`src/rtl/pe_pkg.sv`:
```
// Shared types and constants for the PE psum collector slice.
package pe_pkg;
  localparam int PE_DATA_W   = 16;
  // PE_EN is registered, so one slot stays free for a sample already in flight
  localparam int PE_EN_SLACK = 1;

  typedef enum logic [1:0] {
    IDLE    = 2'd0,
    COLLECT = 2'd1,
    DRAIN   = 2'd2,
    DONE    = 2'd3
  } coll_state_e;
endpackage

```
`src/rtl/pe_psum_collector_if.sv`:
```
// PE-side and memory-side signals of the psum collector, bundled in one interface.
interface pe_psum_collector_if #(
  parameter int DATA_WIDTH = 16,
  parameter int CNT_WIDTH  = 8
);
  logic                  start;
  logic [CNT_WIDTH-1:0]  row_len;
  logic [DATA_WIDTH-1:0] psum_data_P2M;
  logic                  PE_VALID;
  logic                  PE_EN;
  logic [DATA_WIDTH-1:0] out_data;
  logic                  out_valid;
  logic                  out_ready;
  logic                  out_last;
  logic                  busy;
  logic                  done;
  logic                  overflow;

  modport master (
    output start, row_len, psum_data_P2M, PE_VALID, out_ready,
    input  PE_EN, out_data, out_valid, out_last, busy, done, overflow
  );

  modport slave (
    input  start, row_len, psum_data_P2M, PE_VALID, out_ready,
    output PE_EN, out_data, out_valid, out_last, busy, done, overflow
  );
endinterface

```
`src/rtl/pe_sync_fifo.sv`:
```
// First-word-fall-through synchronous FIFO; push while full is accepted only with a same-cycle pop.
module pe_sync_fifo #(
  parameter int DATA_WIDTH = 16,
  parameter int DEPTH      = 8,
  localparam int AW = $clog2(DEPTH),
  localparam int CW = AW + 1
) (
  input  logic                  clk,
  input  logic                  rst,
  input  logic                  push,
  input  logic [DATA_WIDTH-1:0] din,
  input  logic                  pop,
  output logic [DATA_WIDTH-1:0] dout,
  output logic                  full,
  output logic                  empty,
  output logic [CW-1:0]         count
);
  logic [DATA_WIDTH-1:0] mem [DEPTH];
  logic [AW-1:0]         wptr, rptr;
  logic                  do_push, do_pop;

  assign empty   = (count == '0);
  assign full    = (count == CW'(DEPTH));
  assign do_pop  = pop && !empty;
  assign do_push = push && (!full || do_pop);
  assign dout    = empty ? '0 : mem[rptr];

  always_ff @(posedge clk or posedge rst) begin
    if (rst) begin
      wptr  <= '0;
      rptr  <= '0;
      count <= '0;
    end else begin
      if (do_push) wptr <= wptr + AW'(1);
      if (do_pop)  rptr <= rptr + AW'(1);
      count <= count + CW'(do_push) - CW'(do_pop);
    end
  end

  // storage needs no reset: dout is masked while empty
  always_ff @(posedge clk) begin
    if (do_push) mem[wptr] <= din;
  end
endmodule

```
`src/rtl/pe_psum_collector.sv`:
```
// Buffers one row of PE partial sums, throttles the PE via PE_EN, streams the row downstream.
module pe_psum_collector
  import pe_pkg::*;
#(
  parameter int DATA_WIDTH = PE_DATA_W,
  parameter int FIFO_DEPTH = 8,
  parameter int CNT_WIDTH  = 8,
  localparam int CW = $clog2(FIFO_DEPTH) + 1
) (
  input  logic               clk,
  input  logic               rst,
  pe_psum_collector_if.slave bus
);
  coll_state_e           state, state_n;
  logic [CNT_WIDTH-1:0]  row_len_q, push_cnt, pop_cnt;
  logic                  pe_en_q, overflow_q;
  logic                  push, pop, drop, last_beat, in_row;
  logic                  full, empty;
  logic [CW-1:0]         count, count_nxt;
  logic [DATA_WIDTH-1:0] head;

  pe_sync_fifo #(.DATA_WIDTH(DATA_WIDTH), .DEPTH(FIFO_DEPTH)) u_fifo (
    .clk   (clk),
    .rst   (rst),
    .push  (push),
    .din   (bus.psum_data_P2M),
    .pop   (pop),
    .dout  (head),
    .full  (full),
    .empty (empty),
    .count (count)
  );

  assign in_row    = (state == COLLECT) && bus.PE_VALID && (push_cnt < row_len_q);
  assign pop       = !empty && bus.out_ready;
  assign push      = in_row && (!full || pop);
  assign drop      = in_row && full && !pop;
  assign last_beat = (pop_cnt == row_len_q - CNT_WIDTH'(1));
  assign count_nxt = count + CW'(push) - CW'(pop);

  assign bus.out_valid = !empty;
  assign bus.out_data  = head;
  assign bus.out_last  = !empty && last_beat;
  assign bus.PE_EN     = pe_en_q;
  assign bus.busy      = (state != IDLE);
  assign bus.done      = (state == DONE);
  assign bus.overflow  = overflow_q;

  always_comb begin
    state_n = state;
    unique case (state)
      IDLE:    if (bus.start) state_n = (bus.row_len != '0) ? COLLECT : DONE;
      COLLECT: if (push && (push_cnt == row_len_q - CNT_WIDTH'(1))) state_n = DRAIN;
      DRAIN:   if (pop && last_beat) state_n = DONE;
      DONE:    state_n = IDLE;
      default: state_n = IDLE;
    endcase
  end

  always_ff @(posedge clk or posedge rst) begin
    if (rst) begin
      state      <= IDLE;
      row_len_q  <= '0;
      push_cnt   <= '0;
      pop_cnt    <= '0;
      pe_en_q    <= 1'b0;
      overflow_q <= 1'b0;
    end else begin
      state <= state_n;
      if (state == IDLE && bus.start) begin
        row_len_q  <= bus.row_len;
        push_cnt   <= '0;
        pop_cnt    <= '0;
        overflow_q <= 1'b0;
      end else begin
        if (push) push_cnt <= push_cnt + CNT_WIDTH'(1);
        if (pop)  pop_cnt  <= pop_cnt + CNT_WIDTH'(1);
        if (drop) overflow_q <= 1'b1;
      end
      // computed from next-cycle state/occupancy so the registered flag tracks the current ones
      pe_en_q <= (state_n == COLLECT) && (count_nxt <= CW'(FIFO_DEPTH - 1 - PE_EN_SLACK));
    end
  end
endmodule

```
`src/flat_wrapper.sv`:
```
// flat-port wrapper written by rule: the top's interface ports become plain ports
module pe_psum_collector_flat import pe_pkg::*;
#(
  parameter int DATA_WIDTH = PE_DATA_W,
  parameter int FIFO_DEPTH = 8,
  parameter int CNT_WIDTH  = 8,
  localparam int CW = $clog2(FIFO_DEPTH) + 1
)
  (clk, rst, bus_start, bus_row_len, bus_psum_data_P2M, bus_PE_VALID, bus_out_ready, bus_PE_EN, bus_out_data, bus_out_valid, bus_out_last, bus_busy, bus_done, bus_overflow);
  pe_psum_collector_if #(.DATA_WIDTH(DATA_WIDTH), .CNT_WIDTH(CNT_WIDTH)) bus_i ();
  input  logic clk;
  input  logic rst;
  input wire logic [$bits(bus_i.start)-1:0] bus_start;
  input wire logic [$bits(bus_i.row_len)-1:0] bus_row_len;
  input wire logic [$bits(bus_i.psum_data_P2M)-1:0] bus_psum_data_P2M;
  input wire logic [$bits(bus_i.PE_VALID)-1:0] bus_PE_VALID;
  input wire logic [$bits(bus_i.out_ready)-1:0] bus_out_ready;
  output wire logic [$bits(bus_i.PE_EN)-1:0] bus_PE_EN;
  output wire logic [$bits(bus_i.out_data)-1:0] bus_out_data;
  output wire logic [$bits(bus_i.out_valid)-1:0] bus_out_valid;
  output wire logic [$bits(bus_i.out_last)-1:0] bus_out_last;
  output wire logic [$bits(bus_i.busy)-1:0] bus_busy;
  output wire logic [$bits(bus_i.done)-1:0] bus_done;
  output wire logic [$bits(bus_i.overflow)-1:0] bus_overflow;
  assign bus_i.start = bus_start;
  assign bus_i.row_len = bus_row_len;
  assign bus_i.psum_data_P2M = bus_psum_data_P2M;
  assign bus_i.PE_VALID = bus_PE_VALID;
  assign bus_i.out_ready = bus_out_ready;
  assign bus_PE_EN = bus_i.PE_EN;
  assign bus_out_data = bus_i.out_data;
  assign bus_out_valid = bus_i.out_valid;
  assign bus_out_last = bus_i.out_last;
  assign bus_busy = bus_i.busy;
  assign bus_done = bus_i.done;
  assign bus_overflow = bus_i.overflow;
  pe_psum_collector #(.DATA_WIDTH(DATA_WIDTH), .FIFO_DEPTH(FIFO_DEPTH), .CNT_WIDTH(CNT_WIDTH)) u_core (.clk(clk), .rst(rst), .bus(bus_i));
endmodule
```
`config.mk`:
```
export PLATFORM = sky130hd
export DESIGN_NAME = pe_psum_collector_flat
export DESIGN_NICKNAME = d
export VERILOG_FILES = /design/src/rtl/pe_pkg.sv /design/src/rtl/pe_psum_collector_if.sv /design/src/rtl/pe_sync_fifo.sv /design/src/rtl/pe_psum_collector.sv /design/src/flat_wrapper.sv
export SDC_FILE = /design/constraint.sdc
export NUM_CORES = 1
export LEC_CHECK = 0
export BUFFER_PORTS_ARGS = -buffer_cell sky130_fd_sc_hd__buf_2
export CAP_MARGIN = 20
export CORE_MARGIN = 5
export CORE_UTILIZATION = 45
export DETAILED_ROUTE_END_ITERATION = 10
export PLACE_DENSITY_LB_ADDON = 0.12
export SLEW_MARGIN = 20
export SYNTH_ARGS = -nofsm -noshare
export SYNTH_HDL_FRONTEND = slang
export SYNTH_SLANG_ARGS = --single-unit
export TNS_END_PERCENT = 10
```
`constraint.sdc`:
```
create_clock -name clk -period 4 [get_ports clk]
set_input_delay 0 -clock clk [delete_from_list [all_inputs] [get_ports clk]]
set_output_delay 0 -clock clk [all_outputs]
set_load 0.02 [all_outputs]
```
==> results of run 1 <==
==> metal layers <==
layer,routed length (µm),GRT usage,up-vias
met5,0,0,-
met4,281,0.0597,0
met3,461,0.0390,21
met2,7770,0.283,72
met1,6760,0.208,2125
li1,-,-,2017
==> area by class of cell <==
class / count / area (µm²)
clock inverters: 15 / 141
multi-input cells: 273 / 2520
well taps: 220 / 275
flip-flops and latches: 166 / 4800
fillers: 1384 / 7590
repair buffers: 90 / 616
clock buffers: 17 / 425
inverters: 27 / 101
==> layout by cell type (no fill, tap or decap), types with 4 or more instances in the layout <==
cell	synthesis	routed
a21oi_1	15	15
and3_1	4	4
buf_2	5	50
buf_4	1	14
clkbuf_16	0	17
dfrtp_1	38	36
dlygate4sd3_1	0	26
edfxtp_1	128	128
ha_1	22	22
inv_1	26	26
inv_6	0	4
inv_8	0	4
mux2i_1	17	17
mux4_2	32	32
nand2_1	31	31
nand3_1	5	5
nand4_1	6	6
nor2_1	34	33
o21ai_0	16	16
or3_1	7	7
xnor2_1	21	21
xor2_1	11	11
==> through the flow <==
| step | hold WS, ns | setup slack, ns | util |
|---|---|---|---|
| floorplan | 0.0989 | 0.296 | - |
| global placement | 0.148 | 0.961 | 0.489 |
| detailed placement | 0.153 | 0.898 | 0.489 |
| CTS | 0.0784 | 0.878 | 0.539 |
| global route | 0.147 | 0.568 | 0.539 |
| finish | 0.0985 | 0.882 | 0.539 |
==> where the power goes <==
group / leakage (nW) / switching [mW] / internal [mW]
clock: 0.285 / 0.707 / 0.874
sequential: 1.61 / 0.433 / 2.25
combinational: 1.44 / 1.31 / 1.17
total: 3.34 / 2.45 / 4.30
==> worst min-delay path by stage <==
stage | from | to | slack (ns) | depth (start not counted)
after floorplan | bus_psum_data_P2M[0] | u_core.u_fifo.mem[0][0] | 0.1 | 0
after global placement | rst | u_core.u_fifo.count[3] | 0.15 | 3
after detailed placement | rst | u_core.state[1] | 0.15 | 3
after CTS | bus_start | u_core.state[0] | 0.08 | 5
after global routing | bus_start | u_core.state[0] | 0.15 | 5
final | bus_start | u_core.state[0] | 0.1 | 5
==> cell families (layout without fill, tap and decap cells) <==
kind of cell	Yosys count	count (layout)	synth area share
flip-flops	166	166	0.641
AND/OR/NAND/NOR	118	118	0.0835
multiplexers	50	50	0.121
buffers and inverters	50	149	0.0275
AO/OA/AOI/OAI	46	46	0.0388
XOR/XNOR	35	35	0.0459
adder cells (fa/ha/maj)	24	24	0.0422
==> what timing repair did <==
action / in CTS / in global routing
endpoints found under the hold margin: 176 / 0
buffers inserted: 0 / 0
hold buffers: 26 / 0
==> state kept, by name, indices dropped and copies added (netlist names) <==
name	cells
u_core.bus.overflow	1
u_core.pop_cnt	8
u_core.u_fifo.mem	128
u_core.bus.PE_EN	1
u_core.push_cnt	8
u_core.state	2
u_core.row_len_q	8
u_core.u_fifo.count	4
u_core.u_fifo.rptr	3
u_core.u_fifo.wptr	3
==> critical path, cell delays in order (launching register included) <==
cell and delay [ns]:
dfrtp_1 0.39, inv_1 0.07, ha_1 0.17, nor4bb_1 0.30
o211ai_1 0.21, nor2_2 0.20, and2_1 0.32, inv_1 0.08
ha_1 0.27, inv_1 0.05, ha_1 0.15, inv_1 0.05
fa_1 0.37, xnor2_1 0.13, nand3b_1 0.08, nand2_1 0.06
nor4_2 0.12
==> impl_metrics.json, run 1 <==
{
  "ios": 51,
  "die_x_um": 139,
  "yosysMostFrequentCell": "edfxtp_1",
  "rr_startpoint": "u_core.row_len_q[7]",
  "dpl.cell_count": 750,
  "synth-seq-cells": 166,
  "antenna_found_initial": 0,
  "drtIter0Drc": 307,
  "routed_via_density": 5.24,
  "drtPass1Iterations": 4,
  "rsz0062_at_grt": "no",
  "start_util": 0.454,
  "place_area_mm2": 0.00805,
  "cts_buffers": 17,
  "stdcell_area_mm2": 0.00887,
  "drive_above_1_share": 0.259,
  "synth-edff-count": 128,
  "drc": 0,
  "dpl.hpwl_mm": 9.46,
  "cts_tree": "built",
  "syn_nets": 542,
  "power.density_mw_per_mm2": 761,
  "synth_area_leaders": "edfxtp_1, dfrtp_1, mux4_2",
  "num_antenna_cells": 0,
  "slew_viol_final": 0,
  "cts_buffer_depth": 2,
  "dieArea_mm2": 0.0193,
  "final_cells": 808,
  "clockRootBuffer": "clkbuf_16",
  "place.gp.congestion": 0.811,
  "maxSlewHeadroom": 0.481,
  "endpoint": "u_core.bus.PE_EN",
  "antenna_left": 0,
  "ys_types": 57,
  "clk-insertion-delay-late_ns": 0.43,
  "gr-total-overflow": 0,
  "core_area_mm2": 0.0165,
  "routed-via-count": 4235,
  "synth_top_area_frac": 0.514,
  "crit_fanout": 7,
  "ir_drop_v": 0.000427,
  "die_h_um": 139,
  "drt-total-wl_mm": 15.3,
  "postSynthAreaPerCell_um2": 15.3,
  "cts-htree-levels": 4,
  "ys_warn_count": 0,
  "finalClockSkew_ns": 0.0147,
  "worstPathArrival_ns": 3.45,
  "post_drt_wl_per_cell_um": 18.9,
  "ctsResizeCount": 0,
  "grt_pass1_wl_mm": 24.8,
  "numClockSinks": 166,
  "rows": 47,
  "max_cap_viol_count": 0,
  "fmax_mhz": 321,
  "crit_required_ns": 4.33,
  "finalCritPeriodShare": 0.780,
  "cts.clk_slew.worst_paths_ns": 0.07,
  "synth_flop_cell": "edfxtp_1",
  "critical_path_class": "flop to flop",
  "grt_pass1_vias": 4510,
  "yosys-top-cells-count": "edfxtp_1, dfrtp_1, nor2_1",
  "netlist_instances": 489,
  "syn_area_mm2": 0.00747,
  "setup_viol": 0,
  "reg2reg_slack_ns": 0.88,
  "crit_path_end_kind": "flop",
  "critPathLaunchType": "flop",
  "hold_path_class": "primary input to flop",
  "ff2ff_path_depth": 16,
  "area_delta_synth_final_pct": 18.7,
  "tightest_slew_ns": 0.778,
  "hold_violations": 0,
  "period_needed_ns": 3.12,
  "startpoint": "u_core.row_len_q[7]",
  "layout.nets": 628,
  "p_total_mw": 6.75,
  "p_leak_nw": 3.34,
  "r2r-end": "u_core.bus.PE_EN",
  "grt_usage": 0.166,
  "grt_max_degree": 39,
  "yosysTopAreaCell": "edfxtp_1",
  "numPortBuffers": 50,
  "yosysSeqAreaShare": 0.641,
  "synthArstFlopShare": 0.229,
  "status": "complete, no violations",
  "setup-tns-final_ns": 0
}
No activity file was read; power rests on OpenSTA's default activity.
==> inputs of run 2 (changes only) <==
--- a/config.mk
+++ b/config.mk
@@ -5,6 +5,7 @@
 export SDC_FILE = /design/constraint.sdc
 export NUM_CORES = 1
 export LEC_CHECK = 0
+export ABC_AREA = 1
 export BUFFER_PORTS_ARGS = -buffer_cell sky130_fd_sc_hd__buf_2
 export CAP_MARGIN = 20
 export CORE_MARGIN = 5
==> constraint.sdc (replaced) <==
create_clock -name clk -period 3 [get_ports clk]
set_input_delay 0 -clock clk [delete_from_list [all_inputs] [get_ports clk]]
set_output_delay 0 -clock clk [all_outputs]
set_load 0.02 [all_outputs]
==> impl_metrics.json, run 2 <==
{
  "cts_tree": "built",
  "cp_top_family": "adder cells",
  "power.density_mw_per_mm2": 1030,
  "largest_reg_flops": 128,
  "syn_area_mm2": 0.00756,
  "period_needed_ns": 2.86,
  "hold_path_class": "primary input to flop",
  "clockRootBuffer": "clkbuf_16",
  "drtIter0Drc": 382,
  "rows": 47,
  "max_cap_viol_count": 0,
  "top_register": "u_core.u_fifo.mem",
  "numClockSinks": 166,
  "yosysMostFrequentCell": "edfxtp_1",
  "netlist_instances": 720,
  "tightest_slew_ns": 0.713,
  "numPortBuffers": 50,
  "synth-seq-cells": 166,
  "fmax_mhz": 349,
  "slowest_delay_ns": 0.47,
  "mostFrequentLayoutCells": "edfxtp_1, nor2_1, o21ai_0, nand2_1, buf_2",
  "ys_warn_count": 0,
  "drt-total-wl_mm": 17.8,
  "cts-htree-levels": 4,
  "routed_via_density": 5.25,
  "grt_usage": 0.182,
  "crit_required_ns": 3.32,
  "synthArstFlopShare": 0.229,
  "drc": 0,
  "antenna_found_initial": 0,
  "crit_path_end_kind": "flop",
  "yosys-top-cells-count": "edfxtp_1, nor2_1, o21ai_0",
  "syn_nets": 773,
  "clk-insertion-delay-late_ns": 0.43,
  "ys_types": 35,
  "yosysTopAreaCell": "edfxtp_1",
  "cp_slowest_cell": "fa_1",
  "yosysSeqAreaShare": 0.634,
  "rsz0062_at_grt": "yes",
  "place_area_mm2": 0.00825,
  "crit_fanout": 4,
  "layout.nets": 884,
  "num_antenna_cells": 0,
  "cts_buffer_depth": 2,
  "critPathLaunchType": "flop",
  "hold_ws_ns": 0.147,
  "core_area_mm2": 0.0165,
  "antenna_left": 0,
  "cp_num_buf_inv": 6,
  "routed-via-count": 5588,
  "worstPathArrival_ns": 3.19,
  "die_h_um": 140,
  "drtPass1Iterations": 5,
  "synth_top_area_frac": 0.508,
  "gr-total-overflow": 0,
  "place.gp.congestion": 0.905,
  "dpl.hpwl_mm": 11.2,
  "p_total_mw": 9.56,
  "p_leak_nw": 3.66,
  "post_drt_wl_per_cell_um": 16.7,
  "setup_viol": 0,
  "final_common_cell": "edfxtp_1",
  "synth-edff-count": 128,
  "ir_drop_v": 0.000742,
  "synth_flop_cell": "edfxtp_1",
  "start_util": 0.458,
  "postSynthAreaPerCell_um2": 10.5,
  "crit_chain": "inv_2 > ha_4 > nand2_2 > inv_2 > and3_4 > nor2_4 > nand2_4 > nor2_4 > inv_1 > ha_1 > inv_1 > ha_2 > inv_2 > fa_1 > a21oi_2 > o211ai_1 > nand3_1 > nor2_1 > nand2_1 > inv_1",
  "drive_above_1_share": 0.204,
  "finalCritPeriodShare": 0.955,
  "fin_ws_ns": 0.135,
  "grt_pass1_wl_mm": 28.0,
  "pre_cts_slack_ns": 0.0523,
  "hold_violations": 0,
  "cts.clk_slew.worst_paths_ns": 0.06,
  "dieArea_mm2": 0.0195,
  "die_x_um": 140,
  "setup-tns-final_ns": 0,
  "grt_max_degree": 67,
  "stdcell_area_mm2": 0.00928,
  "grt_pass1_vias": 5458,
  "slew_viol_final": 0,
  "finalClockSkew_ns": 0.0105,
  "area_delta_synth_final_pct": 22.8,
  "synth_area_leaders": "edfxtp_1, dfrtp_1, o21ai_0",
  "status": "complete, no violations",
  "critical_path_class": "flop to flop",
  "maxSlewHeadroom": 0.525,
  "cts_buffers": 17,
  "ios": 51
}
[run 2: power breakdown]
group	internal (mW)	switching [mW]	total [mW]	leakage, nW
Combinational	1.52	2.67	4.19	1.74
Clock	1.23	0.903	2.14	0.289
Sequential	2.98	0.248	3.22	1.63
[run 2: stage by stage]
step	utilization	instances
floorplan	-	720
finish	0.562	1064
detailed placement	0.499	992
CTS	0.550	1050
global placement	0.499	992
global route	0.562	1064
[run 2: cells by family after synthesis]
kind of cell             after synthesis  synth area share
AND/OR/NAND/NOR                      275             0.158
flip-flops                           166             0.634
AO/OA/AOI/OAI                        156             0.111
buffers and inverters                 90            0.0450
adder cells (fa/ha/maj)               24            0.0417
XOR/XNOR                               9            0.0104
[run 2: per-layer routing]
metal / track usage / share of wire / routed length (µm) / up-vias
met2: 0.316 / 0.51 / 9000 / 109
met3: 0.0302 / 0.033 / 589 / 26
met5: 0 / 0 / 0 / -
li1: - / - / - / 2728
met1: 0.230 / 0.44 / 7820 / 2725
met4: 0.0673 / 0.019 / 343 / 0
[run 2: worst register-to-register path, delay by kind of cell (launching register included)]
kind                     cells  cell delay [ns]
adder cells (fa/ha/maj)      4             1.12
AND/OR/NAND/NOR              8             0.67
flip-flops                   1             0.42
buffers and inverters        6             0.34
AO/OA/AOI/OAI                2             0.22
[run 2: final timing paths]
path                                startpoint                   to  slack [ns]  depth (start not counted)
setup / recovery           u_core.row_len_q[6]     u_core.bus.PE_EN        0.14                         20
hold / removal                   bus_out_ready    u_core.pop_cnt[2]        0.15                          6
setup reg to reg           u_core.row_len_q[6]     u_core.bus.PE_EN        0.14                         20
hold reg to reg            u_core.bus.overflow  u_core.bus.overflow        0.51                          1
max in group asynchronous                  rst   u_core.push_cnt[3]        2.26                          4
min in group asynchronous                  rst      u_core.state[0]        0.19                          3
[run 2: cell type report]
type | instances | area (µm²)
clock buffers | 18 | 429
fillers | 1390 | 7240
clock inverters | 14 | 148
multi-input cells | 464 | 2530
repair buffers | 120 | 866
flip-flops and latches | 166 | 4800
inverters | 62 | 233
well taps | 220 | 275
[run 2: timing repair]
item	in CTS	in global routing
setup endpoints to repair	0	29
endpoints found under the hold margin	162	0
buffers inserted	0	14
gates resized for setup	0	25
hold buffers	26	0
